$ cat config.mk
export PLATFORM = sky130hd
export DESIGN_NAME = lcd_status_writer_flat
export DESIGN_NICKNAME = d
export VERILOG_FILES = /design/src/rtl/lcd_status_writer_if.sv /design/src/rtl/lcd_status_writer.sv /design/src/flat_wrapper.sv
export SDC_FILE = /design/constraint.sdc
export NUM_CORES = 1
export LEC_CHECK = 0
export ABC_AREA = 1
export ABC_CLOCK_PERIOD_IN_PS = 9000
export CAP_MARGIN = 20
export CORE_ASPECT_RATIO = 0.8
export CORE_MARGIN = 8
export CORE_UTILIZATION = 42
export CTS_BUF_LIST = sky130_fd_sc_hd__clkbuf_4 sky130_fd_sc_hd__clkbuf_8
export CTS_CLUSTER_SIZE = 25
export DETAILED_ROUTE_END_ITERATION = 12
export MAX_ROUTING_LAYER = met4
export PLACE_DENSITY_LB_ADDON = 0.15
export RECOVER_POWER = 100
export SYNTH_ARGS = -nofsm -noshare
export SYNTH_HDL_FRONTEND = slang
export SYNTH_SLANG_ARGS = --single-unit
$ cat constraint.sdc
create_clock -name iCLK -period 9 [get_ports iCLK]
set_clock_uncertainty 0.15 [all_clocks]
set_input_delay 2.25 -clock iCLK [delete_from_list [all_inputs] [get_ports iCLK]]
set_output_delay 2.25 -clock iCLK [all_outputs]
set_load 0.05 [all_outputs]
$ cat src/rtl/lcd_status_writer_if.sv
// Bus between the status writer and the LCD_Controller: one byte plus
// register select, qualified by a start/done handshake.
interface lcd_status_writer_if;
  logic [7:0] oDATA;
  logic       oRS;
  logic       oStart;
  logic       iDone;

  // Writer side: issues bytes and waits for completion.
  modport master (output oDATA, output oRS, output oStart, input iDone);
  // LCD_Controller side: consumes bytes and reports completion.
  modport slave  (input oDATA, input oRS, input oStart, output iDone);
endinterface

$ cat src/rtl/lcd_status_writer.sv
// Elevator status screen writer for a 2x16 HD44780 display.
// Runs the display init sequence once after reset, then draws the movement
// state on line 1 and the floor number on line 2, redrawing whenever either
// input differs from the values shown by the last completed frame.
module lcd_status_writer #(
  parameter int                 DLY_W      = 18,
  parameter logic [DLY_W-1:0]   DLY_CYCLES = 18'h3FFFE,
  parameter int                 FLOOR_W    = 4,
  parameter int                 MAX_FLOOR  = 15
) (
  input  logic                  iCLK,
  input  logic                  iRST_N,
  input  logic [1:0]            iMOVE,
  input  logic [FLOOR_W-1:0]    iFLOOR,
  lcd_status_writer_if.master   lcd,
  output logic                  oBusy,
  output logic                  oFrameDone
);

  typedef enum logic [2:0] {
    IDLE  = 3'd0,
    LOAD  = 3'd1,
    WAIT  = 3'd2,
    DELAY = 3'd3,
    NEXT  = 3'd4
  } stateT;

  // Entry numbering follows the init frame; a redraw frame starts at the
  // DDRAM-home command and shares every later entry.
  localparam logic [5:0] IDX_REDRAW = 6'd4;
  localparam logic [5:0] IDX_LINE1  = 6'd5;
  localparam logic [5:0] IDX_CMD2   = 6'd21;
  localparam logic [5:0] IDX_LINE2  = 6'd22;
  localparam logic [5:0] IDX_LAST   = 6'd37;

  localparam logic [DLY_W-1:0] DLY_ONE  = {{(DLY_W-1){1'b0}}, 1'b1};
  localparam logic [DLY_W-1:0] DLY_LAST = DLY_CYCLES - DLY_ONE;
  // One spare bit so the range check never collapses to a constant.
  localparam logic [FLOOR_W:0] MAX_FW   = (FLOOR_W+1)'(MAX_FLOOR);

  localparam logic [127:0] TXT_PARADO   = {"Parado _",   {8{8'h20}}};
  localparam logic [127:0] TXT_SUBINDO  = {"Subindo +",  {7{8'h20}}};
  localparam logic [127:0] TXT_DESCENDO = {"Descendo -", {6{8'h20}}};
  localparam logic [127:0] TXT_ERRO     = {"Erro",       {12{8'h20}}};

  // Character at column pos of a 16-character line (column 0 is leftmost).
  function automatic logic [7:0] pickChar(input logic [127:0] txt, input logic [3:0] pos);
    pickChar = txt[{4'd15 - pos, 3'b000} +: 8];
  endfunction

  function automatic logic [127:0] line1Text(input logic [1:0] mv);
    case (mv)
      2'd0:    line1Text = TXT_PARADO;
      2'd1:    line1Text = TXT_SUBINDO;
      2'd2:    line1Text = TXT_DESCENDO;
      2'd3:    line1Text = TXT_ERRO;
      default: line1Text = TXT_ERRO;
    endcase
  endfunction

  // Two ASCII digits by repeated compare/subtract, or "--" when out of range.
  function automatic logic [15:0] floorDigits(input logic [FLOOR_W-1:0] fl);
    logic [FLOOR_W-1:0] rem;
    logic [3:0]         tens;
    rem  = fl;
    tens = 4'd0;
    if ({1'b0, fl} > MAX_FW) begin
      floorDigits = "--";
    end else begin
      for (int i = 0; i < 9; i++) begin
        if (rem >= FLOOR_W'(8'd10)) begin
          rem  = rem - FLOOR_W'(8'd10);
          tens = tens + 4'd1;
        end else begin
          rem  = rem;
        end
      end
      floorDigits = {8'h30 + {4'd0, tens}, 8'h30 + {4'd0, 4'(rem)}};
    end
  endfunction

  function automatic logic [127:0] line2Text(input logic [FLOOR_W-1:0] fl);
    line2Text = {"Andar ", floorDigits(fl), {8{8'h20}}};
  endfunction

  // {RS, byte} for a frame entry, built from the snapshot.
  function automatic logic [8:0] entryAt(input logic [5:0] idx, input logic [1:0] mv,
                                         input logic [FLOOR_W-1:0] fl);
    case (idx)
      6'd0:       entryAt = 9'h038;
      6'd1:       entryAt = 9'h00C;
      6'd2:       entryAt = 9'h001;
      6'd3:       entryAt = 9'h006;
      IDX_REDRAW: entryAt = 9'h080;
      IDX_CMD2:   entryAt = 9'h0C0;
      default: begin
        if (idx >= IDX_LINE1 && idx < IDX_CMD2) begin
          entryAt = {1'b1, pickChar(line1Text(mv), 4'(idx - IDX_LINE1))};
        end else if (idx >= IDX_LINE2 && idx <= IDX_LAST) begin
          entryAt = {1'b1, pickChar(line2Text(fl), 4'(idx - IDX_LINE2))};
        end else begin
          entryAt = 9'h000;
        end
      end
    endcase
  endfunction

  stateT              stateR, stateNxt;
  logic [5:0]         idxR, idxNxt;
  logic [DLY_W-1:0]   dlyR, dlyNxt;
  logic               initDoneR, initDoneNxt;
  logic [1:0]         snapMoveR, snapMoveNxt;
  logic [FLOOR_W-1:0] snapFloorR, snapFloorNxt;
  logic [7:0]         dataR, dataNxt;
  logic               rsR, rsNxt;
  logic               startR, startNxt;
  logic               busyR, busyNxt;
  logic               frameDoneR, frameDoneNxt;
  logic [8:0]         curEntry;

  assign curEntry = entryAt(idxR, snapMoveR, snapFloorR);

  // Next-state and next-output decisions for the frame sequencer.
  always_comb begin
    stateNxt     = stateR;
    idxNxt       = idxR;
    dlyNxt       = dlyR;
    initDoneNxt  = initDoneR;
    snapMoveNxt  = snapMoveR;
    snapFloorNxt = snapFloorR;
    dataNxt      = dataR;
    rsNxt        = rsR;
    startNxt     = startR;
    busyNxt      = busyR;
    frameDoneNxt = 1'b0;
    case (stateR)
      IDLE: begin
        if (!initDoneR || (iMOVE != snapMoveR) || (iFLOOR != snapFloorR)) begin
          snapMoveNxt  = iMOVE;
          snapFloorNxt = iFLOOR;
          busyNxt      = 1'b1;
          idxNxt       = initDoneR ? IDX_REDRAW : 6'd0;
          stateNxt     = LOAD;
        end else begin
          stateNxt = IDLE;
        end
      end
      LOAD: begin
        {rsNxt, dataNxt} = curEntry;
        startNxt         = 1'b1;
        stateNxt         = WAIT;
      end
      WAIT: begin
        if (lcd.iDone) begin
          startNxt = 1'b0;
          stateNxt = DELAY;
        end else begin
          startNxt = 1'b1;
        end
      end
      DELAY: begin
        if (dlyR == DLY_LAST) begin
          dlyNxt   = {DLY_W{1'b0}};
          stateNxt = NEXT;
        end else begin
          dlyNxt = dlyR + DLY_ONE;
        end
      end
      NEXT: begin
        if (idxR == IDX_LAST) begin
          initDoneNxt  = 1'b1;
          busyNxt      = 1'b0;
          frameDoneNxt = 1'b1;
          stateNxt     = IDLE;
        end else begin
          idxNxt   = idxR + 6'd1;
          stateNxt = LOAD;
        end
      end
      default: begin
        stateNxt = IDLE;
        busyNxt  = 1'b0;
        startNxt = 1'b0;
      end
    endcase
  end

  // State and output registers; reset aborts any frame in progress.
  always_ff @(posedge iCLK or negedge iRST_N) begin
    if (!iRST_N) begin
      stateR     <= IDLE;
      idxR       <= 6'd0;
      dlyR       <= {DLY_W{1'b0}};
      initDoneR  <= 1'b0;
      snapMoveR  <= 2'd0;
      snapFloorR <= {FLOOR_W{1'b0}};
      dataR      <= 8'h00;
      rsR        <= 1'b0;
      startR     <= 1'b0;
      busyR      <= 1'b0;
      frameDoneR <= 1'b0;
    end else begin
      stateR     <= stateNxt;
      idxR       <= idxNxt;
      dlyR       <= dlyNxt;
      initDoneR  <= initDoneNxt;
      snapMoveR  <= snapMoveNxt;
      snapFloorR <= snapFloorNxt;
      dataR      <= dataNxt;
      rsR        <= rsNxt;
      startR     <= startNxt;
      busyR      <= busyNxt;
      frameDoneR <= frameDoneNxt;
    end
  end

  assign lcd.oDATA  = dataR;
  assign lcd.oRS    = rsR;
  assign lcd.oStart = startR;
  assign oBusy      = busyR;
  assign oFrameDone = frameDoneR;

endmodule

$ cat src/flat_wrapper.sv
// flat-port wrapper written by rule: the top's interface ports become plain ports
module lcd_status_writer_flat 
#(
  parameter int                 DLY_W      = 18,
  parameter logic [DLY_W-1:0]   DLY_CYCLES = 18'h3FFFE,
  parameter int                 FLOOR_W    = 4,
  parameter int                 MAX_FLOOR  = 15
)
  (iCLK, iRST_N, iMOVE, iFLOOR, oBusy, oFrameDone, lcd_oDATA, lcd_oRS, lcd_oStart, lcd_iDone);
  lcd_status_writer_if lcd_i ();
  input  logic iCLK;
  input  logic iRST_N;
  input  logic [1:0] iMOVE;
  input  logic [FLOOR_W-1:0] iFLOOR;
  output logic oBusy;
  output logic oFrameDone;
  output wire logic [$bits(lcd_i.oDATA)-1:0] lcd_oDATA;
  output wire logic [$bits(lcd_i.oRS)-1:0] lcd_oRS;
  output wire logic [$bits(lcd_i.oStart)-1:0] lcd_oStart;
  input wire logic [$bits(lcd_i.iDone)-1:0] lcd_iDone;
  assign lcd_oDATA = lcd_i.oDATA;
  assign lcd_oRS = lcd_i.oRS;
  assign lcd_oStart = lcd_i.oStart;
  assign lcd_i.iDone = lcd_iDone;
  lcd_status_writer #(.DLY_W(DLY_W), .DLY_CYCLES(DLY_CYCLES), .FLOOR_W(FLOOR_W), .MAX_FLOOR(MAX_FLOOR)) u_core (.iCLK(iCLK), .iRST_N(iRST_N), .iMOVE(iMOVE), .iFLOOR(iFLOOR), .lcd(lcd_i), .oBusy(oBusy), .oFrameDone(oFrameDone));
endmodule
==> summary.txt, run 1 <==
Pwr
  – Comb pwr share: 2.7%
  – Leak: 2.52 nW
  – Seq pwr share: 59.5%
  – Power share of the clock group: 37.8%
  – PD cells: 67.9 mW/mm^2
  – Sw Share: 23.8%
  – Peak supply drop: 47.4 uV
  – NetSw: 0.0826 mW
  – Internal power: 0.265 mW

Worst setup path
  – Worst path arrival time: 7.61 ns
  – Max stage delay cell, worst path: dfrtp_1
  – Top cell by count, worst path: nand2_1
  – CP startpoint: u_core.snapFloorR[1]
  – Setup Crit Path Kind: reg2reg
  – CP max FO: 6
  – R2R Setup Slk: 1.44 ns
  – CP required: 9.05 ns
  – Worst setup SP type: flop
  – Crit Reg-Reg Endpoint: u_core.lcd.oDATA[1]
  – Crit end category: flop
  – Crit path largest cell delay: 0.43 ns
  – Worst Reg-to-Reg Cells: 57
  – Crit path to: u_core.lcd.oDATA[1]
  – Reg-to-Reg Start: u_core.snapFloorR[1]

Final layout
  – Final core utilization: 46.9%
  – Fin nets: 741
  – Area growth syn-to-layout: 9.08%
  – Fillers: 1,135
  – Fin area: 0.00511 mm^2
  – Commonest non-fill, non-tap cells in the layout: nand2_1, inv_1, nand3_1, nor2_1, dfrtp_1
  – Most common cell after layout, fill and taps aside: nand2_1
  – # diodes: 0
  – Layout cell share with drive strength beyond 1: 11.8%

Place
  – RD Place Congestion: 0.846
  – Port bufs: 20
  – Detail Placement HPWL: 8230 um
  – Place WS: 1.82 ns
  – Post-DP Area: 0.00503 mm^2

Yosys
  – Dominant cell type by area after synthesis: dfrtp_1
  – Seq/Total Area, Yosys: 24.6%
  – Post-synth EDFFs: 0
  – Distinct cells, synth: 53
  – Post-Synthesis Net Count: 720
  – FFs w/ async S/R, synth: 100%
  – Synth top area share: 24.6%
  – Area contributors post-synth: dfrtp_1, nand2_1, ha_1
  – Synth Flop Type: dfrtp_1
  – Syn Std Cell Area: 0.00468 mm^2
  – Yosys warns: 0
  – Syn avg cell area: 6.97 um^2
  – Yosys reg bits: 46
  – Gate Count Post-Synth: 672

Clocking
  – CTS Buf Count: 5
  – Skew-Pair Late Insertion Delay: 0.31 ns
  – Worst-path clk slew: 0.09 ns
  – Post-CTS setup buffer count: 0
  – CTS tree: yes
  – CTS root buffer: clkbuf_8
  – H-tree depth: 2
  – Sink Count: 46
  – CTS max path bufs: 2
  – Hold Buf Count CTS: 0
  – PostCTS Resize Cnt: 0

Run status
  – Failing checks: capacitance limit, slew limit
  – Outcome: complete, but fails checks

Die
  – Initial Util: 43.0%
  – Std-Cell Rows: 34
  – Ports: 21
  – Core ar.: 0.0109 mm^2
  – Die Y: 110 um
  – Die Width: 134 um
  – Die Area: 0.0148 mm^2

Timing
  – Unrepaired setup endpoints after global routing: no
  – Worst-Margin Slew: 2.18 ns
  – Slew Viols, Final: 41
  – Final Critical Period: 7.56 ns
  – Final setup viols: 0
  – Setup TNS: 0 ns
  – Hold Vio Cnt, Final: 0
  – Max Fclk: 0.132 GHz
  – Min setup slack post-route: 1.44 ns
  – Relative slew slack: -45.2%
  – Final period util: 84.0%

Route
  – Drc violations: 0
  – Routed vias/inst: 5.03
  – DRT Pass-1 Iters: 4
  – Initial DRC Count: 221
  – Routed length per instance: 12.3 um
  – Total Wirelength: 10,300 um
  – Antenna Violating Nets Remaining: 0
  – Routed vias: 4,216

Global routing
  – Initial antenna violation count: 0
  – Largest net degree at the start of global routing: 47
  – All-Layer GR Usage: 14.6%
  – GR Overflow Total: 0
  – Vias in the first global route: 4,072
  – First-pass GRT wire length: 18,200 um

Min path
  – Hold path start: u_core.lcd.oDATA[0]
  – Hold Path Class: reg2reg

Run
  – Max-Cap Viols: 1
-- cell type report --
type,count,area (um^2),area share (%)
clock buffer,5,68.8,1.35
clock inverter,3,21.3,0.416
inverter,114,435,8.52
multi-input combinational,505,3050,59.8
sequential,46,1150,22.5
tap,144,180,3.53
timing repair buffer,21,198,3.87
-- flip-flops by register name, summed over array words and instances (netlist names) --
| signal | cells |
|---|---|
| u_core.dlyR | 18 |
| u_core.lcd.oDATA | 8 |
| u_core.idxR | 6 |
| u_core.snapFloorR | 4 |
| u_core.stateR | 3 |
| u_core.snapMoveR | 2 |
| u_core.initDoneR | 1 |
| u_core.lcd.oRS | 1 |
| u_core.lcd.oStart | 1 |
| u_core.oBusy | 1 |
| u_core.oFrameDone | 1 |
-- through the flow --
| step | power, mW | hold slack (ns) | instances |
|---|---|---|---|
| after floorplan | 0.212 | 0.286 | 672 |
| after global placement | 0.221 | 0.325 | 829 |
| after detailed placement | 0.221 | 0.333 | 829 |
| after CTS | 0.352 | 0.355 | 837 |
| after global routing | 0.359 | 0.384 | 838 |
| final | 0.347 | 0.346 | 838 |
-- Yosys cell counts (3+ instances only) --
library cell  number
nand3_2            9
o22ai_1           10
nor4_1             3
nand2_4           14
o21ai_1            9
xor2_1            13
nor2_1            50
nand2_1          156
nand2_2           19
inv_2             15
nor2_8             3
o211ai_1           3
nand3_1           52
ha_1              39
o21ai_4            3
a21oi_4            3
inv_4              3
nor3_1            17
nand4_1            6
dfrtp_1           46
o31ai_1            3
nor2_4             3
o21ai_0           33
inv_1             95
a21oi_1           26
clkbuf_1           6
-- power by group through the flow --
stage / Clock, mW / Combinational, mW / Sequential [mW]
final: 0.131 / 0.00932 / 0.206
after CTS: 0.135 / 0.0101 / 0.206
after global placement: 0 / 0.0100 / 0.211
after detailed placement: 0 / 0.0101 / 0.211
after floorplan: 0 / 0.00120 / 0.211
after global routing: 0.142 / 0.0110 / 0.207
-- how the worst min path moves through the flow --
stage | depth (start not counted) | slack (ns) | endpoint
4_1_cts | 2 | 0.36 | u_core.initDoneR
6_report | 2 | 0.35 | u_core.lcd.oDATA[0]
2_1_floorplan | 2 | 0.29 | u_core.initDoneR
5_1_grt | 2 | 0.38 | u_core.lcd.oDATA[0]
3_3_place_gp | 2 | 0.32 | u_core.lcd.oDATA[7]
3_5_place_dp | 2 | 0.33 | u_core.initDoneR
-- cell families after synthesis --
kind of cell | Yosys count | share of synthesized area, %
buf+inv | 121 | 9.88
xor+xnor | 16 | 3.47
simple gates | 340 | 36.4
mux | 2 | 0.427
flops | 46 | 24.6
fa+ha+maj | 39 | 10.4
compound gates | 108 | 14.8
-- layer usage --
layer / track usage (%) / up-vias / part of all wire [%]
met1: 19.1 / 1922 / 51
met5: - / - / 0
met2: 23.7 / 63 / 45
li1: - / 2224 / -
met4: 2.32 / 0 / 0.63
met3: 2.13 / 7 / 3.6
-- critical path, delay by kind of cell (launching register included) --
family / cells / cell delay (ns)
AO/OA/AOI/OAI: 4 / 0.57
adder cells (fa/ha/maj): 9 / 1.94
buffers and inverters: 8 / 0.61
flip-flops: 1 / 0.43
AND/OR/NAND/NOR: 36 / 3.72
Note: power is estimated with default switching activity, not from simulation.
==> run 2, diff against run 1 <==
--- a/config.mk
+++ b/config.mk
@@ -6,7 +6,7 @@
 export NUM_CORES = 1
 export LEC_CHECK = 0
 export ABC_AREA = 1
-export ABC_CLOCK_PERIOD_IN_PS = 9000
+export ABC_CLOCK_PERIOD_IN_PS = 6000
 export CAP_MARGIN = 20
 export CORE_ASPECT_RATIO = 0.8
 export CORE_MARGIN = 8
==> constraint.sdc (replaced) <==
create_clock -name iCLK -period 6 [get_ports iCLK]
set_clock_uncertainty 0.15 [all_clocks]
set_input_delay 1.5 -clock iCLK [delete_from_list [all_inputs] [get_ports iCLK]]
set_output_delay 1.5 -clock iCLK [all_outputs]
set_load 0.05 [all_outputs]
==> run 2 against run 1 <==
Compared with the run above: the run now ends clean; register-to-register slack lost 1.4 ns; via count increased by 6.2%; first-iteration DRC count shrank 5.4%; die area stayed put; final area grew 13%; combinational power rose by 52%; power up 52%; clock power up 55%; routed wire length up 11%; worst setup slack worse by 1.4 ns; largest power group unchanged.
==> summary.txt, run 2 (synthesized netlist as in run 1, its figures left out) <==
Clocking
  – Worst-path clk slew: 0.10 ns
  – CTS tree: yes
  – Sink Count: 46
  – Hold Buf Count CTS: 0
  – CTS Buf Count: 5
  – CTS max path bufs: 2
  – CTS root buffer: clkbuf_8
  – Skew-Pair Late Insertion Delay: 0.31 ns
  – H-tree depth: 2

Worst setup path
  – Worst setup SP type: flop
  – Crit end category: flop
  – Top cell by count, worst path: nand2_4
  – CP required: 6.10 ns
  – Max stage delay cell, worst path: dfrtp_1
  – CP startpoint: u_core.snapFloorR[2]
  – Crit Reg-Reg Endpoint: u_core.lcd.oDATA[3]
  – CP max FO: 5
  – R2R Setup Slk: 0.002 ns
  – Crit path largest cell delay: 0.42 ns
  – Worst path arrival time: 6.10 ns
  – Reg-to-Reg Start: u_core.snapFloorR[2]
  – Setup Crit Path Kind: reg2reg
  – Worst Reg-to-Reg Cells: 61
  – Crit path to: u_core.lcd.oDATA[3]

Die
  – Ports: 21
  – Die Area: 0.0148 mm^2
  – Std-Cell Rows: 34
  – Die Y: 110 um
  – Initial Util: 43.0%
  – Die Width: 134 um
  – Core ar.: 0.0109 mm^2

Place
  – Port bufs: 20
  – Post-DP Area: 0.00533 mm^2
  – RD Place Congestion: 0.850
  – Detail Placement HPWL: 8740 um
  – Place WS: -0.230 ns

Min path
  – Hold Path Class: reg2reg

Timing
  – Max Fclk: 0.167 GHz
  – Unrepaired setup endpoints after global routing: yes
  – Final period util: 100%
  – Setup TNS: 0 ns
  – Final Critical Period: 6.00 ns
  – Min setup slack post-route: 0.00189 ns
  – Slew Viols, Final: 0
  – Hold Vio Cnt, Final: 0
  – Relative slew slack: 6.03%
  – Worst hold slack: 0.332 ns
  – Final setup viols: 0
  – Worst-Margin Slew: 1.41 ns

Global routing
  – All-Layer GR Usage: 16.0%
  – GR Overflow Total: 0
  – First-pass GRT wire length: 19,700 um
  – Initial antenna violation count: 0
  – Vias in the first global route: 4,319
  – Largest net degree at the start of global routing: 47

Route
  – DRT Pass-1 Iters: 4
  – Routed vias/inst: 5.12
  – Drc violations: 0
  – Antenna Violating Nets Remaining: 0
  – Initial DRC Count: 209
  – Routed vias: 4,478
  – Top Layer Used: met4
  – Total Wirelength: 11,400 um
  – Routed length per instance: 13.1 um
  – Met2 wire len: 5280 um
  – Total length of routed met3 wires: 349 um
  – Wl on met1: 5690 um

Final layout
  – Biggest register: u_core.dlyR
  – # diodes: 0
  – Fin nets: 777
  – Area growth syn-to-layout: 23.0%
  – Commonest non-fill, non-tap cells in the layout: nand2_1, inv_1, nand3_1, nor2_1, dfrtp_1
  – Layout cell share with drive strength beyond 1: 22.9%
  – Most common cell after layout, fill and taps aside: nand2_1
  – Fin area: 0.00576 mm^2
  – Max reg flops: 18

Run
  – Max-Cap Viols: 0

Run status
  – Outcome: completed

Pwr
  – Leak: 2.72 nW
  – PD cells: 91.5 mW/mm^2
  – Peak supply drop: 82.5 uV
[run 2: layer usage]
layer | vias to the layer above | track usage, %
met5 | - | -
met4 | 0 | 3.29
met1 | 2095 | 21.3
li1 | 2305 | -
met2 | 65 | 25.3
met3 | 13 | 2.40
[run 2: report_power, final]
group	switching [mW]	total, mW	internal [mW]	leakage (nW)
sequential	0	0.310	0.310	0.576
clock	0.116	0.203	0.0871	0.0486
combinational	0.00923	0.0142	0.00499	2.10
[run 2: how the worst min path moves through the flow]
stage	startpoint	cells after the start	slack, ns	end
4_1_cts	u_core.lcd.oDATA[7]	2	0.35	u_core.lcd.oDATA[7]
5_1_grt	u_core.lcd.oDATA[6]	2	0.38	u_core.lcd.oDATA[6]
3_3_place_gp	u_core.lcd.oDATA[7]	2	0.32	u_core.lcd.oDATA[7]
6_report	u_core.lcd.oDATA[7]	2	0.33	u_core.lcd.oDATA[7]
3_5_place_dp	u_core.lcd.oDATA[7]	2	0.32	u_core.lcd.oDATA[7]
2_1_floorplan	u_core.initDoneR	2	0.29	u_core.initDoneR
[run 2: timing repair]
item                       CTS  global route
gates resized for setup     18            20
setup buffers               14             8
hold endpoints to repair     0             0
setup endpoints to repair    4             4
gates cloned                 0             0
pin swaps                   25            34
[run 2: metrics by stage]
step                      utilization, %  instances  total power, mW
after floorplan                        -        672            0.318
after global placement              49.0        843            0.331
after detailed placement            49.0        843            0.331
after CTS                           51.6        865            0.534
after global routing                52.9        874            0.549
final                               52.9        874            0.527
[run 2: worst max-delay path, delay by kind of cell (launching register included)]
family / cells / cell delay [ns]
DFF: 1 / 0.42
and+or+nand+nor: 42 / 3.13
AOI/OAI and AO/OA: 2 / 0.31
buffers and inverters: 8 / 0.42
adders and majority gates: 9 / 1.46
[run 2: area by class of cell]
| cell class | instances | area (um^2) |
|---|---|---|
| repair buffers | 57 | 484 |
| clock inverters | 2 | 13.8 |
| multi-input cells | 505 | 3410 |
| well taps | 144 | 180 |
| fillers | 1093 | 5130 |
| inverters | 114 | 448 |
| clock buffers | 6 | 76.3 |
| flip-flops and latches | 46 | 1150 |
